**src/rtl/xbar_read_return_arbiter_if.sv**
```systemverilog
// xbar_read_return_arbiter_if
// Bundles the signals between one master's read-return arbiter and the
// crossbar's slave-side R FIFOs and master-side return FIFO.
//   slave_read_data_fifo_empty   : per-slave R FIFO empty
//   read_data_return_dest_master : decoded destination master of each front beat
//   slave_read_data_last         : RLAST of each slave's front beat
//   master_read_data_fifo_full   : this master's return FIFO is full
//   grant_slave_number           : granted slave index, value `slaves` = no grant
//   push_to_fifo                 : granted slave's front beat is valid for this master
//   burst_locked                 : arbiter is holding a burst grant
// Modport slave is used by the arbiter; modport master by the surrounding fabric.
interface xbar_read_return_arbiter_if #(
  parameter int masters = 2,
  parameter int slaves  = 2
) ();
  localparam int MW = $clog2(masters);
  localparam int GW = $clog2(slaves) + 1;

  logic [0:slaves-1] slave_read_data_fifo_empty;
  logic [MW-1:0]     read_data_return_dest_master [0:slaves-1];
  logic [0:slaves-1] slave_read_data_last;
  logic              master_read_data_fifo_full;
  logic [GW-1:0]     grant_slave_number;
  logic              push_to_fifo;
  logic              burst_locked;

  modport slave (
    input  slave_read_data_fifo_empty,
    input  read_data_return_dest_master,
    input  slave_read_data_last,
    input  master_read_data_fifo_full,
    output grant_slave_number,
    output push_to_fifo,
    output burst_locked
  );

  modport master (
    output slave_read_data_fifo_empty,
    output read_data_return_dest_master,
    output slave_read_data_last,
    output master_read_data_fifo_full,
    input  grant_slave_number,
    input  push_to_fifo,
    input  burst_locked
  );
endinterface

```
**src/rtl/xbar_read_return_arbiter.sv**
```systemverilog
// xbar_read_return_arbiter
// Per-master read-data return arbiter. Picks, round-robin, one slave R FIFO
// whose front beat targets this master and holds that grant until the RLAST
// beat has transferred into this master's return FIFO.
// Ports:
//   ACLK    : clock, rising edge
//   ARESETn : synchronous active-low reset
//   bus     : xbar_read_return_arbiter_if.slave (see interface header)
module xbar_read_return_arbiter #(
  parameter int masters            = 2,
  parameter int slaves             = 2,
  parameter int i_am_master_number = 0
) (
  input logic                       ACLK,
  input logic                       ARESETn,
  xbar_read_return_arbiter_if.slave bus
);
  localparam int SW = $clog2(slaves);
  localparam int GW = SW + 1;
  localparam int MW = $clog2(masters);

  localparam logic [GW-1:0] NO_GRANT = GW'(slaves);
  localparam logic [SW-1:0] RR_RESET = SW'(slaves - 1);
  localparam logic [MW-1:0] MY_ID    = MW'(i_am_master_number);

  typedef enum logic [0:0] {
    IDLE = 1'b0,
    LOCK = 1'b1
  } state_t;

  state_t            state;
  logic [SW-1:0]     rr_last;
  logic [GW-1:0]     grant;
  logic              locked;

  logic [slaves-1:0] req;
  logic              any_req;
  logic [SW-1:0]     winner;
  logic              found;
  logic              take;
  int                scan_idx;
  logic [SW-1:0]     g_idx;
  logic              push;
  logic              xfer_last;

  // Per-slave request: front beat present and addressed to this master.
  always_comb begin
    req = '0;
    for (int s = 0; s < slaves; s++) begin
      req[s] = ~bus.slave_read_data_fifo_empty[s] &
               (bus.read_data_return_dest_master[s] == MY_ID);
    end
  end

  // Round-robin pick starting just after the last released slave. The wrap is
  // an explicit subtract so non-power-of-two slave counts scan correctly.
  always_comb begin
    any_req  = |req;
    winner   = '0;
    found    = 1'b0;
    take     = 1'b0;
    scan_idx = 0;
    for (int i = 1; i <= slaves; i++) begin
      scan_idx = int'(rr_last) + i;
      scan_idx = (scan_idx >= slaves) ? (scan_idx - slaves) : scan_idx;
      take     = ~found & req[scan_idx];
      winner   = take ? SW'(scan_idx) : winner;
      found    = found | take;
    end
  end

  // push_to_fifo is combinational from the held grant so a beat can move on
  // the first LOCK cycle; it is deliberately not gated by full.
  always_comb begin
    g_idx     = grant[SW-1:0];
    push      = (state == LOCK) ? req[g_idx] : 1'b0;
    xfer_last = push & ~bus.master_read_data_fifo_full & bus.slave_read_data_last[g_idx];
  end

  assign bus.grant_slave_number = grant;
  assign bus.push_to_fifo       = push;
  assign bus.burst_locked       = locked;

  // Grant FSM: IDLE arbitrates, LOCK holds until the RLAST beat transfers.
  always_ff @(posedge ACLK) begin
    if (!ARESETn) begin
      state   <= IDLE;
      grant   <= NO_GRANT;
      locked  <= 1'b0;
      rr_last <= RR_RESET;
    end else begin
      case (state)
        IDLE: begin
          if (any_req) begin
            grant  <= {1'b0, winner};
            locked <= 1'b1;
            state  <= LOCK;
          end else begin
            grant  <= NO_GRANT;
            locked <= 1'b0;
          end
        end
        LOCK: begin
          // Starved or backpressured beats simply hold the lock.
          if (xfer_last) begin
            rr_last <= g_idx;
            grant   <= NO_GRANT;
            locked  <= 1'b0;
            state   <= IDLE;
          end else begin
            locked  <= 1'b1;
          end
        end
        default: begin
          state  <= IDLE;
          grant  <= NO_GRANT;
          locked <= 1'b0;
        end
      endcase
    end
  end
endmodule
```
**src/flat_wrapper.sv**
```systemverilog
// flat-port wrapper written by rule: the top's interface ports become plain ports
module xbar_read_return_arbiter_flat 
#(
  parameter int masters            = 2,
  parameter int slaves             = 2,
  parameter int i_am_master_number = 0
)
  (ACLK, ARESETn, bus_slave_read_data_fifo_empty, bus_read_data_return_dest_master, bus_slave_read_data_last, bus_master_read_data_fifo_full, bus_grant_slave_number, bus_push_to_fifo, bus_burst_locked);
  xbar_read_return_arbiter_if #(.masters(masters), .slaves(slaves)) bus_i ();
  input logic ACLK;
  input logic ARESETn;
  input wire logic [$bits(bus_i.slave_read_data_fifo_empty)-1:0] bus_slave_read_data_fifo_empty;
  input wire logic [$bits(bus_i.read_data_return_dest_master)-1:0] bus_read_data_return_dest_master;
  input wire logic [$bits(bus_i.slave_read_data_last)-1:0] bus_slave_read_data_last;
  input wire logic [$bits(bus_i.master_read_data_fifo_full)-1:0] bus_master_read_data_fifo_full;
  output wire logic [$bits(bus_i.grant_slave_number)-1:0] bus_grant_slave_number;
  output wire logic [$bits(bus_i.push_to_fifo)-1:0] bus_push_to_fifo;
  output wire logic [$bits(bus_i.burst_locked)-1:0] bus_burst_locked;
  assign bus_i.slave_read_data_fifo_empty = bus_slave_read_data_fifo_empty;
  assign bus_i.read_data_return_dest_master = {>>{bus_read_data_return_dest_master}};
  assign bus_i.slave_read_data_last = bus_slave_read_data_last;
  assign bus_i.master_read_data_fifo_full = bus_master_read_data_fifo_full;
  assign bus_grant_slave_number = bus_i.grant_slave_number;
  assign bus_push_to_fifo = bus_i.push_to_fifo;
  assign bus_burst_locked = bus_i.burst_locked;
  xbar_read_return_arbiter #(.masters(masters), .slaves(slaves), .i_am_master_number(i_am_master_number)) u_core (.ACLK(ACLK), .ARESETn(ARESETn), .bus(bus_i));
endmodule
```
**config.mk**
```make
export PLATFORM = sky130hd
export DESIGN_NAME = xbar_read_return_arbiter_flat
export DESIGN_NICKNAME = d
export VERILOG_FILES = /design/src/rtl/xbar_read_return_arbiter_if.sv /design/src/rtl/xbar_read_return_arbiter.sv /design/src/flat_wrapper.sv
export SDC_FILE = /design/constraint.sdc
export NUM_CORES = 1
export LEC_CHECK = 0
export CORE_AREA = 5 5 42 44
export CTS_CLUSTER_DIAMETER = 80
export DETAILED_ROUTE_END_ITERATION = 10
export DIE_AREA = 0 0 47 49
export GPL_ROUTABILITY_DRIVEN = 0
export PLACE_DENSITY = 0.42
export SLEW_MARGIN = 25
export SYNTH_ARGS = -nofsm -noshare
export SYNTH_HDL_FRONTEND = slang
export SYNTH_SLANG_ARGS = --single-unit
```
**constraint.sdc**
```tcl
create_clock -name ACLK -period 3.2 [get_ports ACLK]
set_clock_uncertainty 0.15 [all_clocks]
set_input_delay 0.8 -clock ACLK [delete_from_list [all_inputs] [get_ports ACLK]]
set_output_delay 0.8 -clock ACLK [all_outputs]
set_load 0.1 [all_outputs]
```
* Word level (Yosys, flattened, before mapping)
Cells that the tools add are included.
** Storage, ports and cells
- Flip-flop bits (word level) :: 4
- Output and inout bits :: 4
** Operators by class
- $add $sub $neg :: 4
- Magnitude comparators :: 6
- Equality and inequality tests :: 1
- Mux-type cells :: 22
- Bitwise logic cells :: 13
- Reduce and logical (&&, ||, !) cells :: 2
** Operator list (count)
- greater-or-equal comparator 32 x 3 -> 1 bit, second input constant :: 2
- < comparator 32 x 3 -> 1 bit, second input constant :: 2
- 2-to-1 mux 32 bit :: 2
- subtractor 32 x 3 -> 32 bit, second input constant :: 2
- 2-to-1 mux 1 bit :: 16
- inverter 1 bit :: 7
- bitwise AND 1 bit :: 5
- 2-to-1 mux 2 bit :: 2
- one-hot mux 2 bit (2 select lines) :: 1
- adder 1 x 2 -> 3 bit, second input constant :: 1
- adder 1 x 1 -> 2 bit, second input constant :: 1
- greater-or-equal comparator 2 bit, second input constant :: 1
- < comparator 1 x 2 -> 1 bit, second input constant :: 1
- != test 2 bit, second input constant :: 1
- inverter 1 -> 2 bit :: 1
- one-hot mux 1 bit (2 select lines) :: 1
- AND reduction 2 bit :: 1
- OR reduction 2 bit :: 1

* Logic depth before layout (Yosys ltp)
Gate-level depths: netlist of run 1.
- Depth after elaboration :: 11
- Gate-level depth with buffers :: 3
- Mapped depth without buffers :: 3

* Worst setup path after synthesis of run 1
OpenSTA, ideal clock, no wires.
- Path kind :: register to output
- Start point :: register u_core.grant[0], in the netlist u_core.bus.grant_slave_number[0]
- End point :: output bus_push_to_fifo
- Arrival time :: 2.655 ns
- Data required time :: 2.250 ns
- Path slack :: -0.405 ns
- Stages on the path, launching flop included :: 4
- Cell sequence :: dfxtp_1 nor3b_2 nor2_1 nor2_1
** Between the ends
- Cells in the longest elaborated chain, start to end :: 3
** RTL lines
- start, declared :: line xbar_read_return_arbiter.sv:33 : logic [GW-1:0] grant;
- start signal, assigned :: line xbar_read_return_arbiter.sv:95 : grant <= {1'b0, winner};
- 2-to-1 mux 1 bit (implied by the code) (2 in series) :: line xbar_read_return_arbiter.sv:76 : push = (state == LOCK) ? req[g_idx] : 1'b0;
- 2-to-1 mux 1 bit :: line xbar_read_return_arbiter.sv:76
- end, declared :: line flat_wrapper.sv:17 : output wire logic [$bits(bus_i.push_to_fifo)-1:0] bus_push_to_fifo;
No other way between the ends. The select of a mux whose other input is x is not followed.

* Worst setup path after layout of run 1
- Start point :: input bus_read_data_return_dest_master[0]
- End point :: output bus_push_to_fifo
** Between the ends
- Cells in the longest elaborated chain, start to end :: 5
** RTL lines
- start, declared :: line flat_wrapper.sv:13 : input wire logic [$bits(bus_i.read_data_return_dest_master)-1:0] bus_read_data_return_dest_master;
- inverter 1 bit :: line xbar_read_return_arbiter.sv:51 : (bus.read_data_return_dest_master[s] == MY_ID);
- bitwise AND 1 bit :: line xbar_read_return_arbiter.sv:50 : req[s] = ~bus.slave_read_data_fifo_empty[s] &
- 2-to-1 mux 1 bit (implied by the code) (2 in series) :: line xbar_read_return_arbiter.sv:76
- 2-to-1 mux 1 bit :: line xbar_read_return_arbiter.sv:76
No other way between the ends. The select of a mux whose other input is x is not followed.

==> results of run 1 <==
where the power goes:
group	switching (uW)	leakage [uW]	internal (uW)
combinational	42.3	0.000103	22.1
sequential	3.83	0.0000329	54.0
clock	17.7	0.0000138	41.8
total	63.9	0.000150	118
layout make-up:
cell class              count  area share (%)
multi-input cells          18            34.9
repair buffers             12            31.1
flip-flops and latches      4            20.3
clock buffers               3            5.71
well taps                  16            5.08
inverters                   3            2.86
sequential cells by signal, summed over array words and instances, names as in the netlist:
signal	count
u_core.bus.grant_slave_number	2
u_core.rr_last	1
u_core.state	1
cells in the final DEF, fill, tap and decap left out:
master           Yosys  final
clkdlybuf4s50_1      0      8
nor2_1               5      4
dfxtp_1              4      4
inv_1                3      3
clkbuf_4             0      3
buf_4                0      3
nand3_1              2      2
nor3b_2              1      1
nor3_1               1      1
nor2_2               0      1
mux2_4               1      1
o2111a_2             1      1
o22ai_1              1      1
o31ai_1              1      1
mux2i_1              1      1
o41a_1               1      1
or4b_1               1      1
a2111o_1             1      1
a21oi_1              1      1
buf_12               0      1
cell families (layout without fill, tap and decap cells):
family / Yosys count / after routing / share of synthesized area [%]
buffers and inverters: 3 / 18 / 4.97
DFF: 4 / 4 / 35.4
and+or+nand+nor: 10 / 10 / 24.9
muxes: 2 / 2 / 11.0
AOI/OAI and AO/OA: 6 / 6 / 23.8
stage by stage:
step                cell area [um2]  std cells  total power [uW]  utilization, %
floorplan                       229         25              99.8               -
global placement                372         53               123            26.5
detailed placement              372         53               123            26.5
CTS                             394         56               186            28.1
global route                    394         56               191            28.1
finish                          394         56               182            28.1
worst max-delay path: stages:
cell             delay, ns
clkdlybuf4s50_1       0.48
nor3b_2               0.23
nor2_1                0.08
nor2_2                0.13
buf_12                0.19
worst max path at each step:
stage / from / endpoint / slack, ns / depth (start not counted)
floorplan: u_core.bus.grant_slave_number[0] / bus_push_to_fifo / 0.05 / 3
global placement: bus_read_data_return_dest_master[1] / bus_push_to_fifo / 0.35 / 5
detailed placement: bus_read_data_return_dest_master[0] / bus_push_to_fifo / 0.34 / 5
CTS: bus_read_data_return_dest_master[0] / bus_push_to_fifo / 0.33 / 5
global route: bus_read_data_return_dest_master[0] / bus_push_to_fifo / 0.28 / 5
finish: bus_read_data_return_dest_master[0] / bus_push_to_fifo / 0.35 / 5
layer usage:
| layer | GRT usage (%) | wire length (um) | vias to the layer above |
|---|---|---|---|
| li1 | - | - | 124 |
| met1 | 4.84 | 198 | 119 |
| met2 | 10.6 | 409 | 1 |
| met3 | 1.11 | 11 | 0 |
| met4 | 5.53 | 0 | 0 |
| met5 | 0 | 0 | - |
==> flow_summary.toml, run 1 <==
[run_status]
status = "finished, final reports clean"

[clock_tree]
h-tree-depth = 1
cts_tree = "built"
clock_latency_ns = 0.23
cts_num_sinks = 4
cts_setup_buffers = 0
ctsResizeCount = 0
clkSlewWorstSetupHoldPaths_ns = 0.03
cts_buffers = 3
cts_hold_buf = 0
cts-root-buf = "clkbuf_4"
clock_path_buffers = 2

[setup_path]
worstReg2RegEnd = "u_core.bus.grant_slave_number[1]"
r2r_cells = 3
path_class = "primary input to primary output"
cp_max_fo = 4
worst_ep_required_time_ns = 2.25
cp.arrival_ns = 1.90
cp-end-kind = "primary output"
startpoint_type = "primary input"
reg2reg_from = "u_core.bus.grant_slave_number[0]"
reg2reg_slack_ns = 1.68

[floorplan]
core_area_um2 = 1400
rows = 14
initial_core_util_pct = 16.2
dieArea_um2 = 2300
ios = 13
die_w_um = 47
fp.dieH_um = 49

[worst_hold_path]
min_path_cells = 1
worst_hold_startpoint = "u_core.bus.grant_slave_number[1]"
hold_end = "u_core.bus.grant_slave_number[1]"
hp-class = "flop to flop"

[layout]
drive_gt1_share_pct = 27.5
finalNetCount = 51
antennaDiodeCount = 0
fillers = 168
multi_input_area_um2 = 138
seqCellArea_um2 = 80.1
area_growth_pct = 74.0

[route]
ant_nets = 0
vias = 244
post-route-drc-count = 0
wire_per_inst_um = 11.1
drt-total-wl_um = 619
vias_per_cell = 4.36
drtIter0Drc = 0
firstDrtPassIters = 1

[synthesis]
synth_cell_types = 15
synth_most_common_cell = "nor2_1"
synthTopCellsByCount = "nor2_1 (5), dfxtp_1 (4), inv_1 (3), nand3_1 (2)"
async_flop_share_pct = 0
syn_area_per_cell_um2 = 9.06
synth-edff-count = 0
syn_area_um2 = 226
yosysTopAreaCell = "dfxtp_1"
ys_warn_count = 0
synth_top_cell_area_share_pct = 35.4
synth.top_cells.by_area = "dfxtp_1 (35%), nor2_1 (8.3%), mux2_4 (6.6%), nor3b_2 (5.5%), o2111a_2 (5.5%)"
postSynthCellCount = 25
synth.net_count = 34
synth-main-ff-cell = "dfxtp_1"
ys_seq_area_share_pct = 35.4
synth_seq_cells = 4

[sta]
worst_slew_pin_slew_ns = 0.281
rsz0062_at_grt = "no"
setup_viol_count_final = 0
period_share_pct = 89.2
tns_ns = 0
final-hold-violation-count = 0
slew_viol_final = 0
fmax_mhz = 350
hold_ws_ns = 0.347
min_period_ns = 2.85
setup_ws_ns = 0.345
slew_headroom_pct = 81.4

[global_route]
antenna_found_initial = 0
overflow = 0
grt_max_degree = 7
grt_usage_pct = 5.92
grt_pass1_wl_um = 966
grt_pass1_vias = 264

[placed_design]
port_buffers = 12
dpl_worst_slack_ns = 0.345

[run]
maxCapViolCount = 0

[power]
powerDensity_nw_per_um2 = 461
p_leak_uw = 0.000150
ir_worst_vdd_mv = 0.161
No activity file was read; power rests on OpenSTA's default activity.
==> run 2: changes to the inputs <==
--- a/config.mk
+++ b/config.mk
@@ -5,10 +5,10 @@
 export SDC_FILE = /design/constraint.sdc
 export NUM_CORES = 1
 export LEC_CHECK = 0
-export CORE_AREA = 5 5 42 44
+export CORE_AREA = 2 2 39 41
 export CTS_CLUSTER_DIAMETER = 80
 export DETAILED_ROUTE_END_ITERATION = 10
-export DIE_AREA = 0 0 47 49
+export DIE_AREA = 0 0 41 43
 export GPL_ROUTABILITY_DRIVEN = 0
 export PLACE_DENSITY = 0.42
 export SLEW_MARGIN = 25
==> run 2 against run 1 <==
- cell area did not move
- largest power group unchanged
- clock power hardly changed
- cell count is the same
- largest cell class unchanged
==> flow_summary.toml, run 2 (synthesis results as in run 1) <==
[clock_tree]
clkSlewWorstSetupHoldPaths_ns = 0.04
h-tree-depth = 1
cts_buffers = 3
clock_latency_ns = 0.23
ctsResizeCount = 0
cts_setup_buffers = 0
cts_tree = "built"
cts-root-buf = "clkbuf_4"
clock_path_buffers = 2
cts_hold_buf = 0
cts_num_sinks = 4

[global_route]
grt_max_degree = 7
antenna_found_initial = 0
overflow = 0
grt_usage_pct = 8.63
grt_pass1_wl_um = 993
grt_pass1_vias = 252

[sta]
slew_headroom_pct = 81.5
tns_ns = 0
fmax_mhz = 348
rsz0062_at_grt = "no"
worst_slew_pin_slew_ns = 0.280
min_period_ns = 2.87
slew_viol_final = 0
period_share_pct = 89.7
setup_viol_count_final = 0
final-hold-violation-count = 0
hold_ws_ns = 0.345

[run_status]
status = "finished, final reports clean"

[power]
powerDensity_nw_per_um2 = 462
p_leak_uw = 0.000150
ir_worst_vdd_mv = 0.125

[layout]
largest_reg_flops = 2
drive_gt1_share_pct = 27.5
antennaDiodeCount = 0
layout_common_cells = "clkdlybuf4s50_1 (8), nor2_1 (4), dfxtp_1 (4)"
final_common_cell = "clkdlybuf4s50_1"
fin_util_pct = 28.5
area_growth_pct = 74.0
finalNetCount = 51
final_cell_area_um2 = 394

[setup_path]
cp-end-kind = "primary output"
cp.arrival_ns = 1.92
startpoint_type = "primary input"
cp_max_fo = 4
path_class = "primary input to primary output"
worst_ep_required_time_ns = 2.25

[placed_design]
dpl-instance-area_um2 = 372
hpwl_um = 546
port_buffers = 12

[floorplan]
ios = 13
core_area_um2 = 1380
fp.dieH_um = 43
rows = 14
die_w_um = 41
initial_core_util_pct = 16.4
dieArea_um2 = 1760

[route]
firstDrtPassIters = 3
drt-total-wl_um = 652
drtIter0Drc = 2
vias_per_cell = 4.45
wire_per_inst_um = 11.6
vias = 249
post-route-drc-count = 0
ant_nets = 0

[worst_hold_path]
hp-class = "flop to flop"

[run]
maxCapViolCount = 0
[run 2: cell counts in the layout (fill, tap and decap cells not counted)]
Identical to the previous run, type by type.
[run 2: worst paths after layout]
check / from / end / slack [ns] / cells past startpoint
min reg2reg: u_core.bus.grant_slave_number[1] / u_core.bus.grant_slave_number[1] / 0.35 / 1
min: u_core.bus.grant_slave_number[1] / u_core.bus.grant_slave_number[1] / 0.35 / 1
max reg2reg: u_core.bus.grant_slave_number[0] / u_core.bus.grant_slave_number[1] / 1.70 / 3
max: bus_read_data_return_dest_master[0] / bus_push_to_fifo / 0.33 / 5
[run 2: cell type report]
type / count / area (um2)
inverters: 3 / 11.3
clock buffers: 3 / 22.5
well taps: 16 / 20.0
multi-input cells: 18 / 138
repair buffers: 12 / 123
fillers: 154 / 990
flip-flops and latches: 4 / 80.1
[run 2: through the flow]
step | worst slack (ns) | std cells | power, uW
floorplan | 0.0526 | 25 | 99.8
global placement | 0.352 | 53 | 123
detailed placement | 0.324 | 53 | 123
CTS | 0.317 | 56 | 187
global route | 0.268 | 56 | 193
finish | 0.329 | 56 | 182
[run 2: worst max-delay path, stage by stage]
cell,delay (ns)
clkdlybuf4s50_1,0.48
nor3b_2,0.23
nor2_1,0.08
nor2_2,0.14
buf_12,0.19
[run 2: where the power goes]
group / leakage (uW) / total, uW / internal, uW / switching (uW)
sequential: 0.0000329 / 57.7 / 54.0 / 3.72
combinational: 0.000103 / 64.8 / 22.1 / 42.7
clock: 0.0000138 / 59.7 / 41.8 / 17.9
total: 0.000150 / 182 / 118 / 64.4
[run 2: routing by layer]
metal / up-vias / part of all wire [%] / global-route usage (%)
met1: 109 / 43 / 9.97
met3: 0 / 13 / 3.66
met5: - / 0 / 0
met2: 13 / 44 / 12.2
li1: 127 / - / -
met4: 0 / 0 / 6.00
==> run 3: changes to the inputs <==
--- a/config.mk
+++ b/config.mk
@@ -5,10 +5,10 @@
 export SDC_FILE = /design/constraint.sdc
 export NUM_CORES = 1
 export LEC_CHECK = 0
-export CORE_AREA = 2 2 39 41
+export CORE_AREA = 5 5 42 44
 export CTS_CLUSTER_DIAMETER = 80
 export DETAILED_ROUTE_END_ITERATION = 10
-export DIE_AREA = 0 0 41 43
+export DIE_AREA = 0 0 47 49
 export GPL_ROUTABILITY_DRIVEN = 0
 export PLACE_DENSITY = 0.42
 export SLEW_MARGIN = 25
==> results of run 3 <==
Same layout as run 1: the final DEF is identical, and so are final timing and power.
